## src/rtl/cdb_arbiter.sv

```systemverilog
// cdb_arbiter: shares the ROB completion port among N_REQ functional units.
// Ports: clk, rst_n (async low); req_valid/req_ready/req_index/req_value per
// requester; rob_head (age mode only); flush; cdb_ready from the ROB;
// registered cdb_valid/cdb_index/cdb_value and grant_id (debug).
// Macro CDB_AGE_PRIO_EN: oldest-first grant relative to rob_head.
module cdb_arbiter #(
  parameter int N_REQ  = 4,
  parameter int IDX_W  = 4,
  parameter int DATA_W = 16
) (
  input  logic                    clk,
  input  logic                    rst_n,
  input  logic [N_REQ-1:0]        req_valid,
  output logic [N_REQ-1:0]        req_ready,
  input  logic [N_REQ*IDX_W-1:0]  req_index,
  input  logic [N_REQ*DATA_W-1:0] req_value,
  input  logic [IDX_W-1:0]        rob_head,
  input  logic                    flush,
  input  logic                    cdb_ready,
  output logic                    cdb_valid,
  output logic [IDX_W-1:0]        cdb_index,
  output logic [DATA_W-1:0]       cdb_value,
  output logic [2:0]              grant_id
);

  localparam int PTR_W = $clog2(N_REQ);

  logic [PTR_W-1:0] rr_ptr;
  logic             free;
  logic             found;
  logic             fire;
  logic [2:0]       sel;

  assign free = !cdb_valid || cdb_ready;

`ifdef CDB_AGE_PRIO_EN
  // Smallest distance from the ROB head wins; strict compare keeps
  // ties on the lowest requester number.
  always_comb begin
    logic [IDX_W-1:0] age;
    logic [IDX_W-1:0] best;
    found = 1'b0;
    sel   = '0;
    age   = '0;
    best  = '0;
    for (int i = 0; i < N_REQ; i++) begin
      age = req_index[i*IDX_W +: IDX_W] - rob_head;
      if (req_valid[i] && (!found || age < best)) begin
        found = 1'b1;
        best  = age;
        sel   = 3'(i);
      end
    end
  end

  logic unused_rr;
  assign unused_rr = ^rr_ptr;
`else
  // First valid requester at or after rr_ptr, wrapping at N_REQ.
  always_comb begin
    int j;
    found = 1'b0;
    sel   = '0;
    j     = 0;
    for (int k = 0; k < N_REQ; k++) begin
      j = int'(rr_ptr) + k;
      if (j >= N_REQ) j = j - N_REQ;
      if (!found && req_valid[j]) begin
        found = 1'b1;
        sel   = 3'(j);
      end
    end
  end

  logic unused_head;
  assign unused_head = ^rob_head;
`endif

  assign req_ready = (found && free && !flush && rst_n)
                   ? (N_REQ'(1) << sel) : '0;
  assign fire = |req_ready;

  always_ff @(posedge clk or negedge rst_n) begin
    if (!rst_n) begin
      cdb_valid <= 1'b0;
      cdb_index <= '0;
      cdb_value <= '0;
      grant_id  <= '0;
      rr_ptr    <= '0;
    end else if (flush) begin
      // Pending entry is dropped even under backpressure.
      cdb_valid <= 1'b0;
    end else if (fire) begin
      cdb_valid <= 1'b1;
      cdb_index <= req_index[sel*IDX_W +: IDX_W];
      cdb_value <= req_value[sel*DATA_W +: DATA_W];
      grant_id  <= sel;
      rr_ptr    <= (sel == 3'(N_REQ-1)) ? '0 : PTR_W'(sel + 3'd1);
    end else if (cdb_ready) begin
      cdb_valid <= 1'b0;
    end
  end

endmodule

```

## config.mk

```make
export PLATFORM = sky130hd
export DESIGN_NAME = cdb_arbiter
export DESIGN_NICKNAME = d
export VERILOG_FILES = /design/src/rtl/cdb_arbiter.sv
export SDC_FILE = /design/constraint.sdc
export NUM_CORES = 1
export LEC_CHECK = 0
export BUFFER_PORTS_ARGS = -buffer_cell sky130_fd_sc_hd__buf_2
export CAP_MARGIN = 40
export CORE_MARGIN = 2
export CORE_UTILIZATION = 33
export CTS_BUF_LIST = sky130_fd_sc_hd__clkbuf_8
export DETAILED_ROUTE_END_ITERATION = 7
export MAX_ROUTING_LAYER = met4
export PLACE_DENSITY = 0.67
export SLEW_MARGIN = 20
export SYNTH_ARGS = -nofsm -noshare
export SYNTH_HDL_FRONTEND = slang
export SYNTH_SLANG_ARGS = --single-unit
```

## constraint.sdc

```tcl
create_clock -name clk -period 2.3 [get_ports clk]
set_clock_uncertainty 0.1 [all_clocks]
set_input_delay 0.345 -clock clk [delete_from_list [all_inputs] [get_ports clk]]
set_output_delay 0.345 -clock clk [all_outputs]
set_load 0.005 [all_outputs]
```

# --- Word-level counts from Yosys, hierarchy flattened ---
# Index checks and enable logic that the tools add are counted.
classes:
  addsub: 8
  mul: 0
  div: 0
  order_cmp: 8
  n_eq_ne: 1
  shifts: 3
  mux: 29
  bitwise: 1
  n_reduce_logical: 15
op_table:
  columns: ["cell", "count"]
  rows:
  - ["less-than comparator 32 x 4 -> 1 bit, second input constant", 4]
  - ["two-way mux 32 bit", 4]
  - ["indexed part select 64 x 8 -> 16 bit", 1]
  - ["indexed part select 16 x 6 -> 4 bit", 1]
  - ["two-way mux 1 bit", 15]
  - ["two-way mux 3 bit", 4]
  - ["subtractor 3 x 3 -> 4 bit, second input constant", 3]
  - [">= comparator 3 bit, second input constant", 3]
  - ["binary-select mux 1 bit (select 2 bit)", 4]
  - ["adder 2 x 2 -> 3 bit, second input constant", 2]
  - ["logical AND 1 bit", 6]
  - ["zero test 1 bit", 5]
  - ["two-way mux 4 bit", 1]
  - ["OR reduction 4 bit", 1]
  - ["<< shifter 1 x 3 -> 4 bit, first input constant", 1]
  - ["subtractor 2 x 3 -> 4 bit, second input constant", 1]
  - ["adder 2 x 1 -> 3 bit, second input constant", 1]
  - ["== test 3 x 2 -> 1 bit, second input constant", 1]
  - [">= comparator 2 x 3 -> 1 bit, second input constant", 1]
  - ["nonzero test 3 bit", 1]
  - ["adder 2 x 1 -> 2 bit, second input constant", 1]
  - ["two-way mux 2 bit", 1]
  - ["AND reduction 2 bit", 1]
  - ["logical OR 1 bit", 1]
  - ["NOT 1 bit", 1]
totals:
  register_bits: 26
  latch_bits: 0
  ram_bits: 0
  mem_bits_ro: 0
  in_bits: 92
  out_inout_bits: 28
  wordCells: 70
  memories: 0

# --- Logic depth before layout (Yosys ltp) ---
# Gate-level depths: netlist of run 1.
logic_depth:
  ltp_word: 22
  mapped_depth: 12
  mapped_depth_nobuf: 8

# --- Worst setup path before layout of run 1 ---
# No wires, ideal clock.
synth_path:
  path_kind: "flip-flop to output port"
  from: "register rr_ptr[0]"
  to: "output port req_ready[3]"
  arrival_ps: 2151
  required_time_ps: 1855
  setup_slack_ps: -296
  path_stages_with_launch: 13
  n_path_buf: 4
  cell_sequence: "dfrtp_1 buf_4 inv_1 ha_1 buf_2 nand2_1 a21oi_1 a221oi_1 a32oi_1 or2_1 buf_6 buf_6 nor2_1"
synth_between:
  elab_chain_len: 19
synth_lines:
  columns: ["element", "line", "rtl"]
  rows:
  - ["start, declared", "28", "logic [PTR_W-1:0] rr_ptr;"]
  - ["start signal, assigned", "98", "rr_ptr <= (sel == 3'(N_REQ-1)) ? '0 : PTR_W'(sel + 3'd1);"]
  - ["branches (longest 18 deep; another with subtractor 3 x 3 -> 4 bit)", null, null]
  - ["two-way mux 4 bit *", "80", "? (N_REQ'(1) << sel) : '0;"]
  - ["end, declared", "14", "output logic [N_REQ-1:0] req_ready,"]
# Mark *: on every way between the ends. The select of a mux whose other input is x is not followed.

# --- Final worst setup path of run 1 ---
# Ends and elaborated chain as after synthesis.

==> results of run 1 <==
==> worst paths after layout <==
check	slack [ns]	from	depth (start not counted)	to
hold / removal	0.18	flush	2	cdb_valid
setup / recovery	-0.39	rr_ptr[0]	9	req_ready[3]
hold reg to reg	0.39	grant_id[2]	1	grant_id[2]
max in group asynchronous	1.31	rst_n	3	rr_ptr[0]
min in group asynchronous	0.52	rst_n	3	grant_id[0]
setup reg to reg	-0.30	rr_ptr[0]	14	cdb_value[15]
==> repair_timing <==
item                                    CTS  global route
gates cloned                              0             0
hold buffers                              1             0
endpoints found under the setup margin   28            30
buffers inserted                          8             1
endpoints found under the hold margin    26             0
pin swaps                                 8             9
resized for setup                        13            18
==> sequential cells by signal, summed over array words and instances, names as in the netlist <==
signal	cells
cdb_index	4
cdb_valid	1
cdb_value	16
grant_id	3
rr_ptr	2
==> placed cells by master (no fill, tap or decap), drive strengths merged <==
master and count:
bufinv 1, nor2b 4, bufbuf 1, nand2b 3
clkbuf 3, nor2 7, nor3b 1, a21o 3
o221ai 21, o211ai 2, o211a 1, dfrtp 26
nand3b 2, mux2i 40, dlygate4sd3 1, o31ai 1
o32ai 1, xnor2 1, a21boi 1, ha 3
a221oi 1, a21oi 4, o21ai 5, a32oi 1
or2 1, nand3 2, mux4 2, inv 2
and2 1, nand2 27, and3b 1, buf 145
==> cells by family after synthesis <==
family	count (synthesis)	share of synthesized area [%]
AOI/OAI and AO/OA	41	22.2
buffers and inverters	19	7.17
DFF	26	33.6
xor gates and xnor gates	1	0.452
muxes	42	23.0
and+or+nand+nor	49	11.6
adders and majority gates	3	1.94
==> metal layers <==
metal,part of all wire [%],routed length [µm],track usage (%)
met3,5.7,326,2.36
met5,0,0,-
met2,53,3050,32.8
met4,1.0,59,3.05
met1,40,2270,19.7
==> area by class of cell <==
class	count	area share, %
inverters	2	0.336
multi-input cells	136	42.6
clock buffers	3	1.39
well taps	72	3.02
clock inverters	1	1.01
repair buffers	147	29.8
flip-flops and latches	26	21.9
==> where the power goes <==
group / switching, mW / internal (mW)
Clock: 0.149 / 0.233
Sequential: 0.109 / 0.658
Combinational: 1.15 / 1.35
==> stage by stage <==
stage	total power, mW	instance area [µm²]	worst slack (ns)	TNS, ns
4_1_cts	3.52	2910	-0.356	-6.09
5_1_grt	3.92	2980	-0.477	-9.36
2_1_floorplan	2.36	2040	-0.0812	-0.355
3_3_place_gp	2.85	2710	-0.127	-1.49
6_report	3.64	2980	-0.389	-6.28
3_5_place_dp	2.91	2710	-0.215	-3.72
==> summary.txt, run 1 <==
Outcome -> finished with violations
Syn nets -> 276
Slew margin rel. -> 76.4%
Inst Count DP -> 374
TritonCTS sink count -> 26
Sequential Area -> 652 µm²
Diodes inserted -> 0
Startpoint types -> register
Slew Limit Fails -> 0
Slowest CP cell -> dfrtp_2
Rows -> 27
Highest achievable clock rate -> 0.372 GHz
Core Area -> 5570 µm²
Crit Path Category -> register to output pin
Drt initial violations -> 57
Top-count cell post-synth -> mux2i_1
Total GRT Usage -> 17.4%
Layout cell share with drive strength beyond 1 -> 61.0%
1st-pass router iterations -> 4
CP dominant cell by count -> buf_6
Detailed Place HPWL -> 4.25 mm
Remaining global-route overflow -> 0
Post-route ant nets -> 0
Worst-margin pin slew -> 0.354 ns
Wire per inst -> 14.7 µm
CTS tree -> built
IO Port Bufs -> 115
Maximum clock path buffer count -> 2
Area of the multi-input gates -> 1270 µm²
CP top delay family -> simple AND/OR/NAND/NOR gates
CP Cell Sequence -> inv_4, ha_4, mux4_2, o21ai_4, nand2_2, or2_4, buf_6, nor2_4, buf_6
DRT Wirelength -> 5.70 mm
Crit Path Max Fanout -> 3
Critical path required time -> 1.86 ns
RSZ-0062 raised after global routing -> yes
Post-synth EDFFs -> 0
Largest net degree at the start of global routing -> 35
Initial antenna violation count -> 0
Syn_area_per_cell -> 10.7 µm²
Final layout net count -> 411
Cell count after synthesis -> 181
Lkg Pwr -> 1.57 nW
Vias per cell -> 5.02
Die Ht -> 80.6 µm
Post-synth ARST share -> 100%
Number of hold violations in the final report -> 0
Area leader, netlist -> dfrtp_1
Critical path arrival -> 2.24 ns
DR DRC count -> 0
Flops & latches, synth -> 26
Buf+Inv Stages, Crit Path -> 3
Initial core utilization -> 34.7%
Dominant synthesized flop cell -> dfrtp_1
Hold Crit Class -> input port to register
Worst-path clk slew -> 0.10 ns
Finished Layout Cells -> 387
Routability cong. -> 0.904
P&R area growth vs syn -> 53.8%
Root Buffer -> clkbuf_8
Clock latency on the worst-skew pair -> 0.27 ns
Power Dens Cells -> 1220 nW/µm²
Post-layout min period -> 2.69 ns
Die W -> 80.6 µm
Crit end category -> output pin
Fin crit share -> 117%
Vias in the first global route -> 1866
Boundary Pins -> 120
Failing checks -> negative setup slack
Max VDD drop -> 0.816 mV
Worst hold slack -> 0.176 ns
Yosys cell types -> 32
Post-synth top cells -> 40 x mux2i_1, 27 x nand2_1, 26 x dfrtp_1, 18 x o221ai_2, 7 x nor2_1
Main area contributors after synthesis -> dfrtp_1 34%, mux2i_1 21%, o221ai_2 14%, nand2_1 5.2%, buf_6 2.9%
Post-route setup slack -> -0.389 ns
Seq/Total Area, Yosys -> 33.6%
Worst path max stage delay -> 0.41 ns
Maxcap violations -> 0
H-tree level count -> 1
Synth Warn # -> 0
Global-route wire length before repair -> 8.78 mm
Die area -> 6500 µm²
Fin util -> 53.4%
CTS Buf Count -> 3
Layout fillers -> 511
Via count -> 1942
Post-Syn Area -> 1940 µm²
Setup violators final -> 27
Share of the synthesized area in the top cell type -> 33.6%
Power figures use the tool's default switching activity.
==> run 2, diff against run 1 <==
--- a/config.mk
+++ b/config.mk
@@ -11,8 +11,9 @@
 export CORE_UTILIZATION = 33
 export CTS_BUF_LIST = sky130_fd_sc_hd__clkbuf_8
 export DETAILED_ROUTE_END_ITERATION = 7
+export GPL_TIMING_DRIVEN = 0
 export MAX_ROUTING_LAYER = met4
-export PLACE_DENSITY = 0.67
+export PLACE_DENSITY_LB_ADDON = 0.15
 export SLEW_MARGIN = 20
 export SYNTH_ARGS = -nofsm -noshare
 export SYNTH_HDL_FRONTEND = slang
==> summary.txt, run 2 (same netlist as run 1, synthesis figures left out) <==
Setup violators final -> 24 (-11%)
Fin crit share -> 118% (+1.2 points)
Rows -> 27 (unchanged)
Hold Crit Class -> input port to register
Worst-margin pin slew -> 0.272 ns (-0.0826 ns)
Clock latency on the worst-skew pair -> 0.27 ns (about the same)
Critical path arrival -> 2.27 ns (+0.03 ns)
Slew Limit Fails -> 0 (unchanged)
Crit end category -> output pin
Vias per cell -> 5.01 (-0.16%)
Layout fillers -> 492 (-3.7%)
Commonest cells after routing, fill and taps aside -> 118 x buf_2, 26 x nand2_1, 25 x dfrtp_1
Routability cong. -> 0.830 (-8.2%)
Wire per inst -> 16.3 µm (+11%)
Post-route ant nets -> 0 (unchanged)
Area of the multi-input gates -> 1430 µm² (+12%)
Root Buffer -> clkbuf_8
DR WL met2 -> 3.21 mm (+5.3%)
Initial core utilization -> 34.7% (unchanged)
Drt initial violations -> 61 (+7.0%)
Sw Share -> 38.0% (-0.57 points)
Max VDD drop -> 1.07 mV (+31%)
Int Pwr -> 2.69 mW (+21%)
Final Cell Area -> 3290 µm² (+11%)
Total GRT Usage -> 20.1% (+2.7 points)
DRT Wirelength -> 6.41 mm (+13%)
CTS Buf Count -> 3 (unchanged)
Sequential share of power -> 17.6% (-3.5 points)
Top Registers -> cdb_value: 16 flops, cdb_index: 4 flops, grant_id: 3 flops
Register with the most flip-flops -> cdb_value
Outcome -> finished with violations
Die area -> 6500 µm² (unchanged)
DR DRC count -> 0 (unchanged)
Die Ht -> 80.6 µm (unchanged)
Power Dens Cells -> 1320 nW/µm² (+8.0%)
WHS Path Cells -> 2 (unchanged)
Post-layout min period -> 2.72 ns (+0.0276 ns)
Diodes inserted -> 0 (unchanged)
1st-pass router iterations -> 4 (unchanged)
TritonCTS sink count -> 26 (unchanged)
Lkg Pwr -> 1.61 nW (+2.9%)
Slew margin rel. -> 81.9% (+5.5 points)
Critical path required time -> 1.86 ns (about the same)
Post-Place Cell Area -> 2700 µm² (-0.46%)
Pre-CTS WS -> -0.465 ns (-0.250 ns)
Final layout net count -> 418 (+1.7%)
Die W -> 80.6 µm (unchanged)
Most common cell after layout, fill and taps aside -> buf_2
Via count -> 1974 (+1.6%)
IO Port Bufs -> 114 (-0.87%)
Largest net degree at the start of global routing -> 27 (-23%)
Fin Setup TNS -> -5.71 ns (+0.565 ns)
Worst-path clk slew -> 0.09 ns (about the same)
RSZ-0062 raised after global routing -> yes
H-tree level count -> 1 (unchanged)
Layout cell share with drive strength beyond 1 -> 67.7% (+6.7 points)
Crit Path Category -> register to output pin
Crit Path Max Fanout -> 4 (+1)
Sequential Area -> 652 µm² (unchanged)
Vias in the first global route -> 2022 (+8.4%)
Failing checks -> negative setup slack
Max reg flops -> 16 (unchanged)
Max layer used -> met4
Switch Pwr -> 1.65 mW (+18%)
Number of hold violations in the final report -> 0 (unchanged)
Global-route wire length before repair -> 9.89 mm (+13%)
Detailed Place HPWL -> 4.37 mm (+2.7%)
Met1 Routed Length -> 2.84 mm (+25%)
CTS tree -> built
Maxcap violations -> 0 (unchanged)
Initial antenna violation count -> 0 (unchanged)
Highest achievable clock rate -> 0.368 GHz (-1.0%)
Post-route setup slack -> -0.417 ns (-0.0276 ns)
Startpoint types -> register
Reg2reg path depth -> 14 (unchanged)
Total power -> 4.35 mW (+19%)
Boundary Pins -> 120 (unchanged)
Combinational share of power -> 73.4% (+5.0 points)
Metal3 WL -> 323 µm (-0.92%)
Remaining global-route overflow -> 0 (unchanged)
P&R area growth vs syn -> 70.1%
Maximum clock path buffer count -> 2 (unchanged)
Fin util -> 59.1% (+5.7 points)
Core Area -> 5570 µm² (unchanged)
Clk pwr share -> 9.0% (-1.5 points)
[run 2: path summary, 6_finish.rpt]
path / to / from / slack [ns]
hold reg to reg: cdb_index[2] / cdb_index[2] / 0.39
hold / removal: cdb_valid / flush / 0.17
min in group asynchronous: cdb_value[1] / rst_n / 0.53
setup / recovery: req_ready[3] / rr_ptr[0] / -0.42
setup reg to reg: cdb_value[10] / rr_ptr[0] / -0.25
max in group asynchronous: rr_ptr[1] / rst_n / 1.40
[run 2: layout make-up]
type,count,share of cell area (%)
clock buffer,3,1.25
buffer,16,6.00
inverter,2,0.380
multi-input combinational,136,43.3
timing repair buffer,138,25.7
tap,72,2.73
clock inverter,1,0.912
sequential,26,19.8
[run 2: critical path, cell delays in order (launching register included)]
cell and delay (ns):
dfrtp_1 0.37, buf_6 0.12, inv_6 0.03, ha_4 0.26
mux4_2 0.36, o21ai_4 0.18, nand2_2 0.08, or2_4 0.29
buf_12 0.13, nor2_4 0.05, buf_2 0.11
[run 2: layer usage]
layer  track usage [%]  up-vias
met3              2.25        4
met2              33.6       63
li1                  -      962
met4              4.24        0
met5                 -        -
met1              26.5      945
[run 2: power groups by stage]
stage	Combinational [mW]	Clock, mW	Sequential, mW
floorplan	1.56	0	0.798
global placement	2.12	0	0.789
detailed placement	2.15	0	0.788
CTS	2.84	0.398	0.767
global route	3.40	0.415	0.788
finish	3.19	0.390	0.767
[run 2: per-stage QoR]
step                      hold WS (ns)  instances
after floorplan                -0.0506        181
after global placement           0.295        367
after detailed placement         0.304        367
after CTS                        0.168        391
after global routing             0.175        394
final                            0.171        394
[run 2: timing repair]
item                                    CTS  global route
hold buffers                              2             0
endpoints found under the setup margin   29            28
cloned                                    2             2
pin swaps                                 7             6
endpoints found under the hold margin    26             0
setup buffers                            16             3
gates resized for setup                  36            29
==> run 3, diff against run 2 <==
==> constraint.sdc (replaced) <==
create_clock -name clk -period 2.3 [get_ports clk]
set_clock_uncertainty 0.1 [all_clocks]
set_input_delay 0.46 -clock clk [delete_from_list [all_inputs] [get_ports clk]]
set_output_delay 0.46 -clock clk [all_outputs]
set_load 0.005 [all_outputs]
==> summary.txt, run 3 (same netlist as run 1, synthesis figures left out) <==
Die area -> 6500 µm² (unchanged)
Max VDD drop -> 0.743 mV (-30%)
Total GRT Usage -> 20.0% (-0.11 points)
Clock latency on the worst-skew pair -> 0.27 ns (about the same)
Critical path required time -> 1.74 ns (-0.12 ns)
Fin crit share -> 127% (+9.1 points)
Slowest CP cell -> dfrtp_1
Inst Count DP -> 367 (unchanged)
Crit Path Category -> register to output pin
Maxcap violations -> 0 (unchanged)
Initial core utilization -> 34.7% (unchanged)
Pre-CTS WS -> -0.572 ns (-0.106 ns)
H-tree level count -> 1 (unchanged)
P&R area growth vs syn -> 76.4%
Worst-path clk slew -> 0.10 ns (about the same)
Setup violators final -> 28 (+17%)
Detailed Place HPWL -> 4.28 mm (-1.9%)
Layout cell share with drive strength beyond 1 -> 70.6% (+2.9 points)
Max reg flops -> 16 (unchanged)
Clk pwr share -> 6.7% (-2.3 points)
1st-pass router iterations -> 4 (unchanged)
Slew margin rel. -> 58.3% (-24 points)
Outcome -> finished with violations
TritonCTS sink count -> 26 (unchanged)
Worst-margin pin slew -> 0.626 ns (+0.354 ns)
Lkg Pwr -> 1.63 nW (+1.2%)
Most common cell after layout, fill and taps aside -> buf_2
Number of hold violations in the final report -> 0 (unchanged)
Final Cell Area -> 3420 µm² (+3.7%)
Die Ht -> 80.6 µm (unchanged)
Commonest cells after routing, fill and taps aside -> 117 x buf_2, 25 x nand2_1, 25 x dfrtp_1
Register with the most flip-flops -> cdb_value
Core Area -> 5570 µm² (unchanged)
Critical path arrival -> 2.37 ns (+0.10 ns)
DRT Wirelength -> 6.74 mm (+5.0%)
Switch Pwr -> 1.77 mW (+7.2%)
Die W -> 80.6 µm (unchanged)
DR DRC count -> 0 (unchanged)
CP dominant cell by count -> buf_6
Slew Limit Fails -> 0 (unchanged)
Maximum clock path buffer count -> 2 (unchanged)
RSZ-0062 raised after global routing -> yes
CTS tree -> built
Via count -> 2040 (+3.3%)
Vias per cell -> 5.13 (+2.3%)
Highest achievable clock rate -> 0.342 GHz (-7.1%)
Crit Reg-Reg Startpoint -> rr_ptr[0]
Startpoint types -> register
Diodes inserted -> 0 (unchanged)
Remaining global-route overflow -> 0 (unchanged)
IO Port Bufs -> 114 (unchanged)
CP top delay family -> buffers and inverters
Power Dens Cells -> 1350 nW/µm² (+2.4%)
Sequential share of power -> 16.7% (-0.9 points)
Initial antenna violation count -> 0 (unchanged)
CP Cell Sequence -> buf_6, inv_6, ha_4, mux4_2, o211ai_1, a32oi_2, or2_1, buf_6, buf_12, nor2_4, buf_2
Hold Crit Class -> input port to async pin
R2r setup slk -> -0.57 ns (-0.32 ns)
Drt initial violations -> 68 (+11%)
Crit Path Max Fanout -> 5 (+1)
Combinational share of power -> 76.7% (+3.3 points)
Boundary Pins -> 120 (unchanged)
Reg2reg path depth -> 16 (+2)
Int Pwr -> 2.84 mW (+5.5%)
Crit end category -> output pin
Crit. path cell count -> 11 (+1)
Routability cong. -> 0.799 (-3.8%)
Failing checks -> negative setup slack
Fin util -> 61.3% (+2.2 points)
Vias in the first global route -> 2005 (-0.84%)
Post-route setup slack -> -0.626 ns (-0.209 ns)
CTS Buf Count -> 3 (unchanged)
Worst path max stage delay -> 0.38 ns (about the same)
Root Buffer -> clkbuf_8
Global-route wire length before repair -> 9.67 mm (-2.2%)
Final layout net count -> 422 (+0.96%)
Rows -> 27 (unchanged)
Reg-to-Reg End -> cdb_value[13]
Sw Share -> 38.4% (+0.38 points)
Hold buffer count at cts -> 0 (-2)
Top Registers -> cdb_value: 16 flops, cdb_index: 4 flops, grant_id: 3 flops
Finished Layout Cells -> 398 (+1.0%)
Wire per inst -> 16.9 µm (+4.0%)
Buf+Inv Stages, Crit Path -> 5 (+1)
Post-route ant nets -> 0 (unchanged)
Post-Place Cell Area -> 2700 µm² (unchanged)
Largest net degree at the start of global routing -> 28 (+3.7%)
Post-layout min period -> 2.93 ns (+0.209 ns)
==> run 3: worst max path at each step <==
stage / startpoint / to / slack [ns]
2_1_floorplan: rr_ptr[0] / req_ready[3] / -0.20
3_3_place_gp: rr_ptr[0] / req_ready[1] / -0.55
3_5_place_dp: rr_ptr[0] / req_ready[1] / -0.57
4_1_cts: rr_ptr[0] / req_ready[3] / -0.57
5_1_grt: rr_ptr[0] / req_ready[3] / -0.72
6_report: rr_ptr[0] / req_ready[3] / -0.63
==> run 3: what timing repair did <==
action | in CTS | in global routing
gates cloned | 1 | 2
resized for setup | 46 | 38
setup buffers | 21 | 3
pin swaps | 10 | 6
endpoints found under the setup margin | 29 | 29
==> run 3: routing by layer <==
layer	track usage, %	share of wire, %	vias up
met2	35.5	52	79
met5	-	0	-
met1	24.6	41	972
met3	2.47	5.7	8
li1	-	-	981
met4	3.73	1.0	0
==> run 3: layout make-up <==
type	count	area (µm²)
inverter	2	12.5
clock buffer	4	55.1
fill	481	2160
buffer	17	218
tap	72	90.1
timing repair buffer	141	868
multi-input combinational	136	1520
sequential	26	652
==> run 3: power groups by stage <==
stage,logic (mW),registers [mW],clock network (mW)
final,3.54,0.768,0.307
after global routing,3.76,0.797,0.337
after CTS,3.00,0.768,0.310
after detailed placement,2.16,0.784,0
after global placement,2.12,0.790,0
after floorplan,1.56,0.798,0
==> run 3: per-stage QoR <==
stage | hold WS [ns] | power (mW) | setup TNS (ns)
after floorplan | 0.0644 | 2.36 | -0.815
after global placement | 0.357 | 2.91 | -7.66
after detailed placement | 0.364 | 2.94 | -7.86
after CTS | 0.114 | 4.07 | -11.33
after global routing | 0.136 | 4.89 | -15.71
final | 0.0926 | 4.61 | -13.26
==> run 3: worst reg2reg max path, stage by stage, from the launching register on <==
cell	delay, ns
dfrtp_1	0.41
buf_6	0.13
inv_6	0.05
ha_4	0.20
buf_6	0.13
nand3b_1	0.12
o31ai_4	0.08
o32ai_2	0.26
o211ai_1	0.15
buf_6	0.16
buf_6	0.11
buf_6	0.10
buf_6	0.11
buf_12	0.14
clkbuf_16	0.18
mux2i_2	0.20
o221ai_2	0.11
